[config.mk]
export PLATFORM = sky130hd
export DESIGN_NAME = hpdmc_arb
export DESIGN_NICKNAME = d
export VERILOG_FILES = /design/src/rtl/hpdmc_arb.sv
export SDC_FILE = /design/constraint.sdc
export NUM_CORES = 1
export LEC_CHECK = 0
export CAP_MARGIN = 40
export CORE_AREA = 2 2 267 269
export CTS_CLUSTER_SIZE = 20
export DETAILED_ROUTE_END_ITERATION = 16
export DIE_AREA = 0 0 269 271
export DONT_BUFFER_PORTS = 1
export PLACE_DENSITY = 0.3
export SYNTH_ARGS = -nofsm -noshare
export SYNTH_HDL_FRONTEND = slang
export SYNTH_SLANG_ARGS = --single-unit
[constraint.sdc]
create_clock -name sys_clk -period 2.4 [get_ports sys_clk]
set_input_delay 0.6 -clock sys_clk [delete_from_list [all_inputs] [get_ports sys_clk]]
set_output_delay 0.6 -clock sys_clk [all_outputs]
set_load 0.05 [all_outputs]
[src/rtl/hpdmc_arb.sv]
// Round-robin arbiter sharing one HPDMC WISHBONE slave port among NPORTS masters.
// Grants are released voluntarily or preempted at transfer boundaries after MAXBURST acks.
module hpdmc_arb #(
  parameter int unsigned NPORTS   = 4,
  parameter int unsigned DW       = 64,
  parameter int unsigned MAXBURST = 4
) (
  input  logic                       sys_clk,
  input  logic                       sys_rst_n,
  input  logic [NPORTS*32-1:0]       m_adr_i,
  input  logic [NPORTS*3-1:0]        m_cti_i,
  input  logic [NPORTS*DW-1:0]       m_dat_i,
  input  logic [NPORTS*(DW/8)-1:0]   m_sel_i,
  input  logic [NPORTS-1:0]          m_cyc_i,
  input  logic [NPORTS-1:0]          m_stb_i,
  input  logic [NPORTS-1:0]          m_we_i,
  output logic [DW-1:0]              m_dat_o,
  output logic [NPORTS-1:0]          m_ack_o,
  output logic [31:0]                s_adr_o,
  output logic [2:0]                 s_cti_o,
  output logic [DW-1:0]              s_dat_o,
  output logic [DW/8-1:0]            s_sel_o,
  output logic                       s_cyc_o,
  output logic                       s_stb_o,
  output logic                       s_we_o,
  input  logic [DW-1:0]              s_dat_i,
  input  logic                       s_ack_i,
  output logic [NPORTS-1:0]          grant_o
);

  localparam int unsigned IW     = (NPORTS > 1) ? $clog2(NPORTS) : 1;
  localparam int unsigned SW     = DW / 8;
  localparam logic [7:0]  MaxCnt = 8'(MAXBURST);

  typedef enum logic {StIdle, StGrant} state_e;

  state_e            state_q, state_d;
  logic [NPORTS-1:0] grant_q, grant_d;
  logic [IW-1:0]     idx_q, idx_d;
  logic [IW-1:0]     ptr_q, ptr_d;
  logic [7:0]        cnt_q, cnt_d;

  logic              pick_valid;
  logic [IW-1:0]     pick_idx;
  logic [7:0]        cnt_ack;
  logic              in_grant;
  logic              others_req;
  logic              at_boundary;

  // Scan from the farthest offset down so the nearest requester at or after ptr_q wins.
  always_comb begin
    pick_valid = 1'b0;
    pick_idx   = '0;
    for (int i = NPORTS - 1; i >= 0; i--) begin
      if (m_cyc_i[(int'(ptr_q) + i) % NPORTS]) begin
        pick_valid = 1'b1;
        pick_idx   = IW'((int'(ptr_q) + i) % NPORTS);
      end
    end
  end

  assign in_grant    = (state_q == StGrant);
  assign s_adr_o     = m_adr_i[idx_q*32 +: 32];
  assign s_cti_o     = m_cti_i[idx_q*3 +: 3];
  assign s_dat_o     = m_dat_i[idx_q*DW +: DW];
  assign s_sel_o     = m_sel_i[idx_q*SW +: SW];
  assign s_we_o      = m_we_i[idx_q];
  assign s_cyc_o     = in_grant & m_cyc_i[idx_q];
  assign s_stb_o     = in_grant & m_stb_i[idx_q];
  assign m_dat_o     = s_dat_i;
  assign m_ack_o     = grant_q & {NPORTS{s_ack_i}};
  assign grant_o     = grant_q;

  assign cnt_ack     = (cnt_q >= MaxCnt) ? cnt_q : cnt_q + 8'd1;
  assign others_req  = |(m_cyc_i & ~grant_q);
  // Only classic cycles and end-of-burst acks are safe points to hand the bus over.
  assign at_boundary = (s_cti_o == 3'b000) || (s_cti_o == 3'b111);

  always_comb begin
    state_d = state_q;
    grant_d = grant_q;
    idx_d   = idx_q;
    ptr_d   = ptr_q;
    cnt_d   = cnt_q;
    unique case (state_q)
      StIdle: begin
        if (pick_valid) begin
          state_d = StGrant;
          idx_d   = pick_idx;
          grant_d = NPORTS'(1) << pick_idx;
          cnt_d   = '0;
        end
      end
      StGrant: begin
        if (s_ack_i) cnt_d = cnt_ack;
        if (!m_cyc_i[idx_q] ||
            (s_ack_i && (cnt_ack >= MaxCnt) && at_boundary && others_req)) begin
          state_d = StIdle;
          grant_d = '0;
          ptr_d   = (idx_q == IW'(NPORTS - 1)) ? '0 : idx_q + IW'(1);
        end
      end
    endcase
  end

  always_ff @(posedge sys_clk or negedge sys_rst_n) begin
    if (!sys_rst_n) begin
      state_q <= StIdle;
      grant_q <= '0;
      idx_q   <= '0;
      ptr_q   <= '0;
      cnt_q   <= '0;
    end else begin
      state_q <= state_d;
      grant_q <= grant_d;
      idx_q   <= idx_d;
      ptr_q   <= ptr_d;
      cnt_q   <= cnt_d;
    end
  end

endmodule

Word-level counts from Yosys, hierarchy flattened --
Index checks and enable logic that the tools add are counted.
Word-level totals: register bits after elaboration 17, bits of input ports 507, output and inout port bits 182, word-level logic and storage cells 79
Cells by class: add/sub/neg operators 5, multiply operators 1, order comparisons 7, equal/unequal tests 5, shifts and indexed selects 5, muxes and demuxes 33, bitwise gates (word level) 6, reductions and logical operators 12
Operators by type and width (count):
- $shiftx A256 B9 Y64 | 1
- $shiftx A128 B8 Y32 | 1
- $shiftx A32 B6 Y8 | 1
- $mux W8 | 3
- $ge A8 B3 Y1 const B | 2
- $pmux W8 S2 | 1
- $lt A2 B3 Y1 const B | 5
- $bmux W1 S2 | 7
- $mux W1 | 13
- $shiftx A12 B5 Y3 | 1
- $mux W2 | 5
- $add A8 B1 Y8 const B | 1
- $and A4 B4 Y4 | 2
- $mux W4 | 2
- $pmux W4 S2 | 1
- $reduce_and A2 Y1 | 4
- $add A2 B1 Y2 const B | 2
- $add A2 B2 Y2 const B | 2
- $mul A2 B2 Y4 const B | 1
- $ne A2 B2 Y1 const B | 2
- $not A4 Y4 | 1
- $reduce_or A4 Y1 | 1
- $shl A1 B2 Y4 const A | 1
- $eq A3 B3 Y1 const B | 1
- 9 further kinds | 13

Depth between registers and ports, before layout --
Gate-level depths: netlist (run 1).
word-level depth 10, gate-level depth with buffers 6, mapped depth without buffers 5

Least setup slack after synthesis (run 1) --
OpenSTA, ideal clock, no wires.
path kind flip-flop to output port, start point register idx_q[0], end point output s_dat_o[14], arrival time 2.028 ns, data required time 1.800 ns, slack -0.228 ns, cell stages (with the launch flop) 6, path buffers 4, cell sequence dfrtp_1 > buf_6 > clkbuf_1 > buf_2 > buf_2 > mux4_2
Between the ends: longest elaborated chain between the ends 1
Ends and longest elaborated chain:
- start: declaration | line 39 | logic [IW-1:0] idx_q, idx_d;
- start signal: assignment | line 116 | idx_q <= idx_d;
- $shiftx A256 B9 Y64 | line 65 | assign s_dat_o = m_dat_i[idx_q*DW +: DW];
- end: declaration | line 21 | output logic [DW-1:0] s_dat_o,
Every way passes these cells.

Final worst setup path (run 1) --
start point register idx_q[0], end point register ptr_q[1]
Between the ends: longest elaborated chain between the ends 8, elaborated cells between the ends (all ways) 15, those cells by class add/sub (1); mul (1); eq/ne (2); shift (1); mux (3); reduce/logical (7)
Ends and longest elaborated chain:
- $mul A2 B2 Y4 | line 64 | assign s_cti_o = m_cti_i[idx_q*3 +: 3];
- $shiftx A12 B5 Y3 | line 64
- $eq A3 B3 Y1 / $logic_not A3 Y1 (equally long branches) | line 77 | assign at_boundary = (s_cti_o == 3'b000) || (s_cti_o == 3'b111);
- $logic_or A1 B1 Y1 | line 77
- $logic_and A1 B1 Y1 (2 in series) | line 97 | (s_ack_i && (cnt_ack >= MaxCnt) && at_boundary && others_req)) begin
- $logic_or A1 B1 Y1 | line 96 | if (!m_cyc_i[idx_q] ||
- $reduce_and A2 Y1 (no source line)
- end signal: assignment | line 117 | ptr_q <= ptr_d;
- end: declaration | line 40 | logic [IW-1:0] ptr_q, ptr_d;
Several ways; a longest one is shown, not always the timed one. The select of a mux whose other input is x is not followed. A chain may end at the register's enable or synchronous reset.

==> summary.md, run 1 <==
| Metric | Value |
|---|---|
| Post-Syn Area | `3980 um^2` |
| Crit path time final | `2590 ps` |
| # clock sinks | `17` |
| Pwr Total | `9.98 mW` |
| Inserted Clock Buffers | `3` |
| CP Class | `flip-flop to flip-flop` |
| Worst Path Max Fanout | `4` |
| Yosys warnings | `0` |
| Synth area leaders | `mux4_2 (62%), buf_4 (12%), dfrtp_1 (11%), and2_1 (1.7%), clkbuf_1 (1.4%)` |
| Fill cells | `8026` |
| CTS tree | `yes` |
| Ports | `689` |
| Hold-fix buffer count after cts | `0` |
| WL/cell | `23.2 um` |
| Nets@finish | `762` |
| Status | `complete, but fails checks` |
| Crit path from | `idx_q[0]$_DFFE_PN0P_` |
| R2R Path End | `ptr_q[1]$_DFFE_PN0P_` |
| Total Routed Length | `27.9 mm` |
| Via-to-Cell Ratio | `2.65` |
| GPL Wtd Cong | `0.756` |
| Share of flip-flops with an asynchronous set or reset | `100%` |
| Worst VDD drop | `851 uV` |
| Type of origin of the critical path | `flip-flop` |
| Core ar. | `69800 um^2` |
| Setup ws final | `-192 ps` |
| Starting Density | `5.71%` |
| Register area | `433 um^2` |
| FMAX | `386 MHz` |
| Synth cell count leaders | `mux4_2 (110), buf_4 (64), dfrtp_1 (17)` |
| Endpoints failing setup | `110` |
| Clk slew on worst S/H paths | `60 ps` |
| Leak pwr | `1.57 nW` |
| Die Ht | `271 um` |
| Multi-input logic area | `2930 um^2` |
| Largest net degree at the start of global routing | `58` |
| Layout Skew | `2.08 ps` |
| CP required | `2530 ps` |
| Total GRT Usage | `6.84%` |
| CP Capture Point | `ptr_q[1]$_DFFE_PN0P_` |
| Distinct cells, synth | `37` |
| Remaining global-route overflow | `0` |
| Die area | `72900 um^2` |
| Fin util | `7.98%` |
| Latest clock arrival within the worst-skew pair | `250 ps` |
| Post-synthesis register bit count | `17` |
| Top_reg_cell synth | `dfrtp_1` |
| Failing checks | `negative setup slack` |
| Setup TNS | `-10900 ps` |
| Post-DP HPWL | `22.9 mm` |
| Routed via count | `3179` |
| Final hold viol count | `0` |
| Bufs on Longest Clock Path | `2` |
| ANT nets after route | `0` |
| Worst EP arrival | `2730 ps` |
| HP Class | `input pin to async pin` |
| Max-Cap Viols | `0` |
| R2r setup slk | `-190 ps` |
| RSZ-0062 raised after global routing | `true` |
| Mapped Cells | `291` |
| # port buffers | `0` |
| Sequential-to-total area share from yosys stat | `10.7%` |
| First-pass DRT Iterations | `4` |
| Synthesized Nets | `801` |
| Share of cells above drive strength 1 | `68.1%` |
| DR DRC count | `0` |
| Number of global-route vias before repair | `3437` |
| Worst hold slack | `40.9 ps` |
| Die X-Extent | `269 um` |
| Synth area leader | `mux4_2` |
| Tcrit/Tclk final | `108%` |
| Initial drt markers | `164` |
| R2r startpoint | `idx_q[0]$_DFFE_PN0P_` |
| H-Tree Depth | `1` |
| Number of cell rows | `97` |
| Count of flip-flops with a built-in enable after synthesis | `0` |
| Fin. max-slew vios | `0` |
| Most numerous cell in the Yosys netlist | `mux4_2` |
| Yosys top cell area share | `62.2%` |
| Dpl cells | `1169` |
| Initial antenna violation count | `23` |
| CP endpoint kind | `flip-flop` |
| Final Non-Filler Cells | `1199` |
| Root Buffer Master | `clkbuf_16` |
| Worst-margin pin slew | `517 ps` |
| Mean Syn Cell Area | `13.7 um^2` |
| Power Density | `1790 nW/um^2` |
| Synth-to-Final Area Change | `39.8%` |
| R2R depth | `8` |
| Max_slew headroom | `65.8%` |
| First-pass GRT wire length | `32.8 mm` |
[flip-flops by register name, summed over array words and instances, names as in the netlist]
name and flops:
cnt_q 8, grant_o 4, idx_q 2, ptr_q 2
in_grant 1
[critical path, stage by stage (launching register included)]
cell	delay, ps
dfrtp_4	530
buf_12	150
buf_12	130
buf_6	120
mux4_2	430
or3_1	360
and3_4	160
a211o_4	300
mux2_4	300
[cell usage in the layout (no fill, tap or decap), types with 3 or more instances in the layout]
master	instances
a21oi_1	4
and2_1	10
buf_12	23
buf_16	11
buf_4	10
clkbuf_16	3
dfrtp_1	15
diode_2	8
ha_1	3
inv_1	7
mux4_2	110
nand2_1	6
nor2_1	6
o21ai_1	3
o22ai_1	4
[cell type report]
| class | count | share of cell area [%] |
|---|---|---|
| inverters | 9 | 0.607 |
| well taps | 940 | 21.1 |
| clock buffers | 3 | 1.35 |
| clock inverters | 1 | 0.0899 |
| multi-input cells | 174 | 52.7 |
| diodes | 8 | 0.360 |
| flip-flops and latches | 17 | 7.78 |
| repair buffers | 47 | 16.0 |
[layer usage]
| metal | up-vias | routed length, um | track usage (%) |
|---|---|---|---|
| li1 | 1103 | - | - |
| met5 | - | 57 | 0 |
| met2 | 409 | 13700 | 12.0 |
| met4 | 8 | 1160 | 2.54 |
| met3 | 84 | 3440 | 2.14 |
| met1 | 1575 | 9480 | 7.64 |
[where the power goes]
group	internal [mW]	total [mW]	switching [mW]
clock network	0.223	0.348	0.124
registers	0.384	0.529	0.145
logic	3.22	9.10	5.88
total	3.82	9.98	6.15
[worst min-delay path by stage]
stage | to | slack [ps] | cells past startpoint
2_1_floorplan | cnt_q[0]$_DFFE_PN0P_ | 300 | 0
3_3_place_gp | cnt_q[6]$_DFFE_PN0P_ | 310 | 0
3_5_place_dp | cnt_q[6]$_DFFE_PN0P_ | 310 | 0
4_1_cts | cnt_q[6]$_DFFE_PN0P_ | 40 | 0
5_1_grt | cnt_q[5]$_DFFE_PN0P_ | 30 | 0
6_report | cnt_q[4]$_DFFE_PN0P_ | 40 | 0
[kinds of logic after synthesis]
kind of cell	share of synthesized area, %
adders and majority gates	0.943
muxes	63.2
xor gates and xnor gates	0.220
DFF	10.7
and+or+nand+nor	4.87
AOI/OAI and AO/OA	4.12
buffers and inverters	16.0
[stage by stage]
step | cell area [um^2] | worst slack [ps]
floorplan | 4000 | -88.4
global route | 5550 | -241
global placement | 5040 | 13.9
detailed placement | 5040 | -25.1
finish | 5570 | -192
CTS | 5550 | -198
[what timing repair did]
item,in CTS,in global routing
setup buffers,8,0
gates resized for setup,20,0
pin swaps,0,1
gates cloned,10,0
endpoints found under the setup margin,105,111
Power figures use the tool's default switching activity.
==> run 2, diff against run 1 <==
SLEW_MARGIN = 30   (was unset)
==> results of run 2 <==
The final DEF is identical to that of run 1; final timing and power are the same.
